## src/rtl/cordic_ctrl.sv

```systemverilog
// cordic_ctrl
// Sequencer that wraps one external CORDIC micro-rotation stage into a full
// sin/cos engine. An angle is accepted, folded into the convergence range and
// seeded as x/y/z. The stage is then driven for N_ITERATIONS rotations with
// alpha taken from an internal arctangent ROM. Each stage result is fed back
// as the next input, and the unfolded cos/sin result is presented on output.
//
// Ports
//   clk, rst                     clock (rising edge), async active-low reset
//   in_valid_i/in_ready_o        angle handshake (in_ready_o high only in IDLE)
//   theta_i                      angle in radians, signed Q4.16
//   out_valid_o/out_ready_i      result handshake
//   cos_o, sin_o                 result, signed Q4.16
//   stage_x_o/_y_o/_z_o          working values presented to the stage
//   stage_alpha_o, stage_iter_o  atan(2^-k) and k for the current rotation
//   stage_next_x_i/_y_i/_z_i     stage results
//   state_o                      FSM state (0 IDLE, 1 ITER, 2 DONE) for debug
//
// Handshake rule (both ports): a transfer happens on a rising edge where valid
// and ready are both high. A producer holding valid keeps its data stable
// until that edge. Valid never waits on ready.
module cordic_ctrl #(
    parameter int WORD_LENGTH   = 21,
    parameter int N_ITERATIONS  = 17,
    parameter int STAGE_LATENCY = 1
) (
    input  logic                   clk,
    input  logic                   rst,
    input  logic                   in_valid_i,
    output logic                   in_ready_o,
    input  logic [WORD_LENGTH-1:0] theta_i,
    output logic                   out_valid_o,
    input  logic                   out_ready_i,
    output logic [WORD_LENGTH-1:0] cos_o,
    output logic [WORD_LENGTH-1:0] sin_o,
    output logic [WORD_LENGTH-1:0] stage_x_o,
    output logic [WORD_LENGTH-1:0] stage_y_o,
    output logic [WORD_LENGTH-1:0] stage_z_o,
    output logic [WORD_LENGTH-1:0] stage_alpha_o,
    output logic [4:0]             stage_iter_o,
    input  logic [WORD_LENGTH-1:0] stage_next_x_i,
    input  logic [WORD_LENGTH-1:0] stage_next_y_i,
    input  logic [WORD_LENGTH-1:0] stage_next_z_i,
    output logic [1:0]             state_o
);
    typedef enum logic [1:0] {
        S_IDLE = 2'd0,
        S_ITER = 2'd1,
        S_DONE = 2'd2
    } state_t;

    localparam logic signed [WORD_LENGTH-1:0] PI_Q       = WORD_LENGTH'(205887);
    localparam logic signed [WORD_LENGTH-1:0] NEG_PI_Q   = -PI_Q;
    localparam logic signed [WORD_LENGTH-1:0] HALF_PI_Q  = WORD_LENGTH'(102944);
    localparam logic signed [WORD_LENGTH-1:0] NEG_HALF_Q = -HALF_PI_Q;
    localparam logic signed [WORD_LENGTH-1:0] K_GAIN     = WORD_LENGTH'(39797);
    localparam logic [1:0] LAT_LAST = 2'(STAGE_LATENCY - 1);
    localparam logic [4:0] K_LAST   = 5'(N_ITERATIONS - 1);

    function automatic logic signed [WORD_LENGTH-1:0] atan_rom(input logic [4:0] k);
        case (k)
            5'd0:    atan_rom = WORD_LENGTH'(51472);
            5'd1:    atan_rom = WORD_LENGTH'(30386);
            5'd2:    atan_rom = WORD_LENGTH'(16055);
            5'd3:    atan_rom = WORD_LENGTH'(8150);
            5'd4:    atan_rom = WORD_LENGTH'(4091);
            5'd5:    atan_rom = WORD_LENGTH'(2047);
            5'd6:    atan_rom = WORD_LENGTH'(1024);
            5'd7:    atan_rom = WORD_LENGTH'(512);
            5'd8:    atan_rom = WORD_LENGTH'(256);
            5'd9:    atan_rom = WORD_LENGTH'(128);
            5'd10:   atan_rom = WORD_LENGTH'(64);
            5'd11:   atan_rom = WORD_LENGTH'(32);
            5'd12:   atan_rom = WORD_LENGTH'(16);
            5'd13:   atan_rom = WORD_LENGTH'(8);
            5'd14:   atan_rom = WORD_LENGTH'(4);
            5'd15:   atan_rom = WORD_LENGTH'(2);
            5'd16:   atan_rom = WORD_LENGTH'(1);
            default: atan_rom = '0;
        endcase
    endfunction

    state_t state_q, state_d;

    logic signed [WORD_LENGTH-1:0] x_q, y_q, z_q, alpha_q, cos_q, sin_q;
    logic [4:0] k_q;
    logic [1:0] lat_q;
    logic       neg_q;

    logic accept, capture, last_capture;

    logic signed [WORD_LENGTH-1:0] theta_s, theta_c, z_load;
    logic signed [WORD_LENGTH-1:0] nx_s, ny_s, nz_s;
    logic neg_load;

    assign theta_s = $signed(theta_i);
    assign nx_s    = $signed(stage_next_x_i);
    assign ny_s    = $signed(stage_next_y_i);
    assign nz_s    = $signed(stage_next_z_i);

    // Clamp to +/-pi, then fold the outer half-planes by pi. The fold is
    // undone at the end by negating both results.
    always_comb begin
        theta_c  = theta_s;
        z_load   = theta_s;
        neg_load = 1'b0;
        if (theta_s > PI_Q) begin
            theta_c = PI_Q;
        end else if (theta_s < NEG_PI_Q) begin
            theta_c = NEG_PI_Q;
        end
        z_load = theta_c;
        if (theta_c > HALF_PI_Q) begin
            z_load   = theta_c - PI_Q;
            neg_load = 1'b1;
        end else if (theta_c < NEG_HALF_Q) begin
            z_load   = theta_c + PI_Q;
            neg_load = 1'b1;
        end
    end

    always_ff @(posedge clk or negedge rst) begin
        if (!rst) begin
            state_q <= S_IDLE;
        end else begin
            state_q <= state_d;
        end
    end

    always_comb begin
        state_d      = state_q;
        accept       = 1'b0;
        capture      = 1'b0;
        last_capture = 1'b0;
        in_ready_o   = 1'b0;
        out_valid_o  = 1'b0;
        case (state_q)
            S_IDLE: begin
                in_ready_o = 1'b1;
                if (in_valid_i) begin
                    accept  = 1'b1;
                    state_d = S_ITER;
                end
            end
            S_ITER: begin
                // Stage inputs are held for STAGE_LATENCY cycles; capture on the last.
                if (lat_q == LAT_LAST) begin
                    capture = 1'b1;
                    if (k_q == K_LAST) begin
                        last_capture = 1'b1;
                        state_d      = S_DONE;
                    end
                end
            end
            S_DONE: begin
                out_valid_o = 1'b1;
                if (out_ready_i) begin
                    state_d = S_IDLE;
                end
            end
            default: state_d = S_IDLE;
        endcase
    end

    always_ff @(posedge clk or negedge rst) begin
        if (!rst) begin
            x_q     <= '0;
            y_q     <= '0;
            z_q     <= '0;
            alpha_q <= '0;
            cos_q   <= '0;
            sin_q   <= '0;
            k_q     <= '0;
            lat_q   <= '0;
            neg_q   <= 1'b0;
        end else if (accept) begin
            x_q     <= K_GAIN;
            y_q     <= '0;
            z_q     <= z_load;
            neg_q   <= neg_load;
            k_q     <= '0;
            lat_q   <= '0;
            alpha_q <= atan_rom(5'd0);
        end else if (state_q == S_ITER) begin
            if (capture) begin
                lat_q <= '0;
                if (last_capture) begin
                    // Take the result straight from the stage so the stage-facing
                    // registers keep the last rotation's inputs through DONE/IDLE.
                    cos_q <= neg_q ? -nx_s : nx_s;
                    sin_q <= neg_q ? -ny_s : ny_s;
                end else begin
                    x_q     <= nx_s;
                    y_q     <= ny_s;
                    z_q     <= nz_s;
                    k_q     <= k_q + 5'd1;
                    alpha_q <= atan_rom(k_q + 5'd1);
                end
            end else begin
                lat_q <= lat_q + 2'd1;
            end
        end
    end

    assign cos_o         = cos_q;
    assign sin_o         = sin_q;
    assign stage_x_o     = x_q;
    assign stage_y_o     = y_q;
    assign stage_z_o     = z_q;
    assign stage_alpha_o = alpha_q;
    assign stage_iter_o  = k_q;
    assign state_o       = state_q;

endmodule

```

## config.mk

```make
export PLATFORM = sky130hd
export DESIGN_NAME = cordic_ctrl
export DESIGN_NICKNAME = d
export VERILOG_FILES = /design/src/rtl/cordic_ctrl.sv
export SDC_FILE = /design/constraint.sdc
export NUM_CORES = 1
export LEC_CHECK = 0
export BUFFER_PORTS_ARGS = -buffer_cell sky130_fd_sc_hd__buf_2
export CAP_MARGIN = 20
export CORE_ASPECT_RATIO = 0.8
export CORE_MARGIN = 4
export CORE_UTILIZATION = 47
export DETAILED_ROUTE_END_ITERATION = 8
export PLACE_DENSITY = 0.82
export SYNTH_ARGS = -nofsm -noshare
export SYNTH_HDL_FRONTEND = slang
export SYNTH_SLANG_ARGS = --single-unit
```

## constraint.sdc

```tcl
create_clock -name clk -period 6.54 [get_ports clk]
set_input_delay 0.654 -clock clk [delete_from_list [all_inputs] [get_ports clk]]
set_output_delay 0.654 -clock clk [all_outputs]
set_load 0.05 [all_outputs]
```

==> results.py <==
metrics = {
    "die": {
        "boundaryPins": 223,
        "die_x_um": 153,
        "die_h_um": 124,
        "rows": 42,
        "core_area_um2": 16600,
        "die_area_um2": 19000,
        "initial_core_util_pct": 48.0,
    },
    "critical_path": {
        "ff2ff_path_depth": 8,
        "r2r_end": "stage_z_o[13]$_DFFE_PN0P_",
        "cp.required_ps": 6820,
        "cp_common_cell": "a21oi_1",
        "worstSetupPathDepth": 17,
        "reg2reg_slack_ps": 3720,
        "crit_type": "primary input to flop",
        "reg2reg_from": "stage_iter_o[0]$_DFFE_PN0P_",
        "end_kind": "flop",
        "slowest_delay_ps": 710,
        "critical_path.top_delay_family": "simple AND/OR/NAND/NOR gates",
        "cp_cell_sequence": "buf_2 -> nor4_1 -> a21oi_1 -> o21ai_0 -> a21oi_1 -> o2111ai_1 -> ha_1 -> inv_1 -> a21oi_1 -> ha_1 -> nand4b_1 -> nor4_1 -> a32oi_1 -> nand3b_2 -> nor2_1 -> mux2i_1 -> nand3_1",
        "cp.buffers_inverters": 2,
        "slowest_stage": "ha_1",
        "crit_fanout": 28,
        "start_kind": "primary input",
        "critPathArrivalTime_ps": 5010,
    },
    "route": {
        "vias": 8082,
        "ant_nets": 0,
        "drt-pass1-iter-count": 5,
        "initialDrtViolationCount": 802,
        "drt-total-wl_um": 27000,
        "avgRoutedWirePerCell_um": 19.8,
        "post-route-drc-count": 0,
        "vias_per_cell": 5.93,
    },
    "cells_and_area": {
        "diodes": 0,
        "layout-drive-gt1-share_pct": 24.5,
        "syn_to_final_growth_pct": 22.1,
        "final_nets": 1232,
        "finalInstanceArea_um2": 9690,
        "fillers": 1507,
    },
    "clock_tree": {
        "numCtsBuffers": 17,
        "ctsResizeCount": 0,
        "cts_sinks": 131,
        "cts_hold_buf": 0,
        "post_cts_buffers": 0,
        "h-tree-depth": 4,
        "cts_tree": "built",
        "clock_latency_ps": 410,
        "clockRootBuffer": "clkbuf_16",
        "clk_pin_slew_ps": 60,
        "cts_buffer_depth": 2,
    },
    "yosys": {
        "synth_area_leaders": "dfrtp_1 41%, nand2_1 8.2%, o21ai_0 4.9%",
        "synthesis.area_per_instance_um2": 8.32,
        "ys.flop_type": "dfrtp_1",
        "ys_seq_area_share_pct": 41.3,
        "synthTopCellsByCount": "174 x nand2_1, 131 x dfrtp_1, 77 x o21ai_0, 61 x nand3_1, 59 x clkbuf_1",
        "yosysMostFrequentCell": "nand2_1",
        "synth-edff-count": 0,
        "yosysTopAreaCellShare_pct": 41.3,
        "synth_cell_types": 75,
        "netlist_instances": 954,
        "yosys_warnings": 0,
        "synth_seq_cells": 131,
        "synth_area_um2": 7940,
        "ys_async_sr_fraction_pct": 100,
        "yosys.area.top_type": "dfrtp_1",
    },
    "grt": {
        "grt_pass1_vias": 7592,
        "grtUsageTotal_pct": 27.7,
        "antenna_found_initial": 1,
        "grt_max_degree": 86,
        "grt_overflow": 0,
        "grt_pass1_wl_um": 42600,
    },
    "sta": {
        "slew_headroom_pct": 36.9,
        "fin_worst_skew_ps": 9.80,
        "worst-slew-pin-transition_ps": 946,
        "fmax_ghz": 0.212,
        "drv_slew": 0,
        "hold_viol": 0,
        "period_needed_ps": 4730,
        "fin_crit_sh_pct": 72.3,
        "setup_viol": 0,
        "setup_tns_ps": 0,
        "rsz0062_at_grt": "false",
    },
    "placed_design": {
        "postPlaceCellArea_um2": 9110,
        "gp_congestion": 0.986,
        "numPortBuffers": 217,
        "dpl.hpwl_um": 19300,
    },
    "outcome": {
        "status": "completed",
    },
    "power_and_ir_drop": {
        "finalPower_mw": 5.80,
        "p_per_area_nw_per_um2": 598,
        "p_leak_nw": 4.70,
        "vdd_drop_max_mv": 0.388,
    },
    "min_path": {
        "min-delay-path-class": "primary input to async pin",
    },
    "flow_run": {
        "drv_cap": 0,
    },
}
[placed cells by master, fill, tap and decap left out, drive strengths merged, types with 3 or more instances in the layout]
| cell type | count |
|---|---|
| buf | 229 |
| nand2 | 174 |
| dfrtp | 131 |
| o21ai | 105 |
| nand3 | 61 |
| nor2 | 53 |
| a21oi | 37 |
| xor2 | 36 |
| inv | 23 |
| clkbuf | 18 |
| o31ai | 17 |
| nor4 | 16 |
| ha | 14 |
| xnor2 | 13 |
| a31oi | 13 |
| a22oi | 12 |
| nor3 | 11 |
| or3 | 11 |
| a22o | 11 |
| and3 | 10 |
| nand2b | 10 |
| a211oi | 8 |
| nand4 | 8 |
| mux2i | 8 |
| or4 | 8 |
| nor2b | 7 |
| o22ai | 7 |
| o211ai | 7 |
| o41ai | 7 |
| clkinvlp | 6 |
| and2 | 5 |
| conb | 5 |
| nand3b | 5 |
| a221o | 3 |
| o221ai | 3 |
| or2 | 3 |
| clkinv | 3 |
[power by group]
part | switching, mW | total (mW) | leakage (nW) | internal [mW]
registers | 0.241 | 1.46 | 1.53 | 1.22
logic | 2.57 | 3.40 | 2.91 | 0.832
clock network | 0.373 | 0.937 | 0.266 | 0.565
total | 3.18 | 5.80 | 4.70 | 2.61
[layout make-up]
| cell class | instances | area [um2] | area share, % |
|---|---|---|---|
| flip-flops and latches | 131 | 3280 | 33.8 |
| inverters | 20 | 75.1 | 0.774 |
| well taps | 220 | 275 | 2.84 |
| multi-input cells | 731 | 4300 | 44.4 |
| clock buffers | 18 | 429 | 4.43 |
| clock inverters | 14 | 154 | 1.59 |
| repair buffers | 229 | 1180 | 12.2 |
[state kept, by name, summed over array words and instances, names as in the netlist]
signal and flops:
state_o 2, stage_z_o 21, stage_x_o 21, stage_alpha_o 16, stage_iter_o 5, lat_q 2
stage_y_o 21, neg_q 1, sin_o 21, cos_o 21
[cell families (layout without fill, tap and decap cells)]
group                    after synthesis  in the layout  synth area share, %
flip-flops                           131            131                 41.3
AND/OR/NAND/NOR                      391            391                 23.5
buffers and inverters                 96            281                 4.93
multiplexers                           9              9                 1.15
XOR/XNOR                              49             49                 5.41
other                                  1              5               0.0472
adder cells (fa/ha/maj)               14             14                 2.21
AO/OA/AOI/OAI                        263            263                 21.5
[stage by stage]
stage,std cells,hold WS [ps],worst slack [ps],utilization (%)
after floorplan,958,358,2010,-
after global placement,1331,459,1580,55.0
after detailed placement,1331,468,1510,55.0
after CTS,1363,222,1930,58.6
after global routing,1363,243,1480,58.6
final,1363,211,1810,58.6
[worst register-to-register path: stages (launching register included)]
cell     delay [ps]
dfrtp_1         570
inv_1           170
ha_1            310
nand3_1         140
and3_2          440
buf_4           580
a22o_1          270
and3b_1         180
nor2_1           90
[layer usage]
metal | global-route usage [%] | routed length [um] | vias up
li1 | - | - | 3765
met1 | 40.3 | 11900 | 3876
met2 | 40.3 | 11800 | 389
met3 | 7.83 | 2700 | 50
met4 | 7.81 | 576 | 2
met5 | 0 | 7 | -
[how the worst max path moves through the flow]
stage                               endpoint  startpoint  slack [ps]
finish              stage_z_o[6]$_DFFE_PN0P_  theta_i[5]        1810
CTS                 stage_z_o[1]$_DFFE_PN0P_  theta_i[5]        1930
floorplan           stage_z_o[2]$_DFFE_PN0P_  theta_i[5]        2010
global route        stage_z_o[1]$_DFFE_PN0P_  theta_i[5]        1480
global placement    stage_z_o[1]$_DFFE_PN0P_  theta_i[5]        1580
detailed placement  stage_z_o[6]$_DFFE_PN0P_  theta_i[5]        1510
Power figures use the tool's default switching activity.
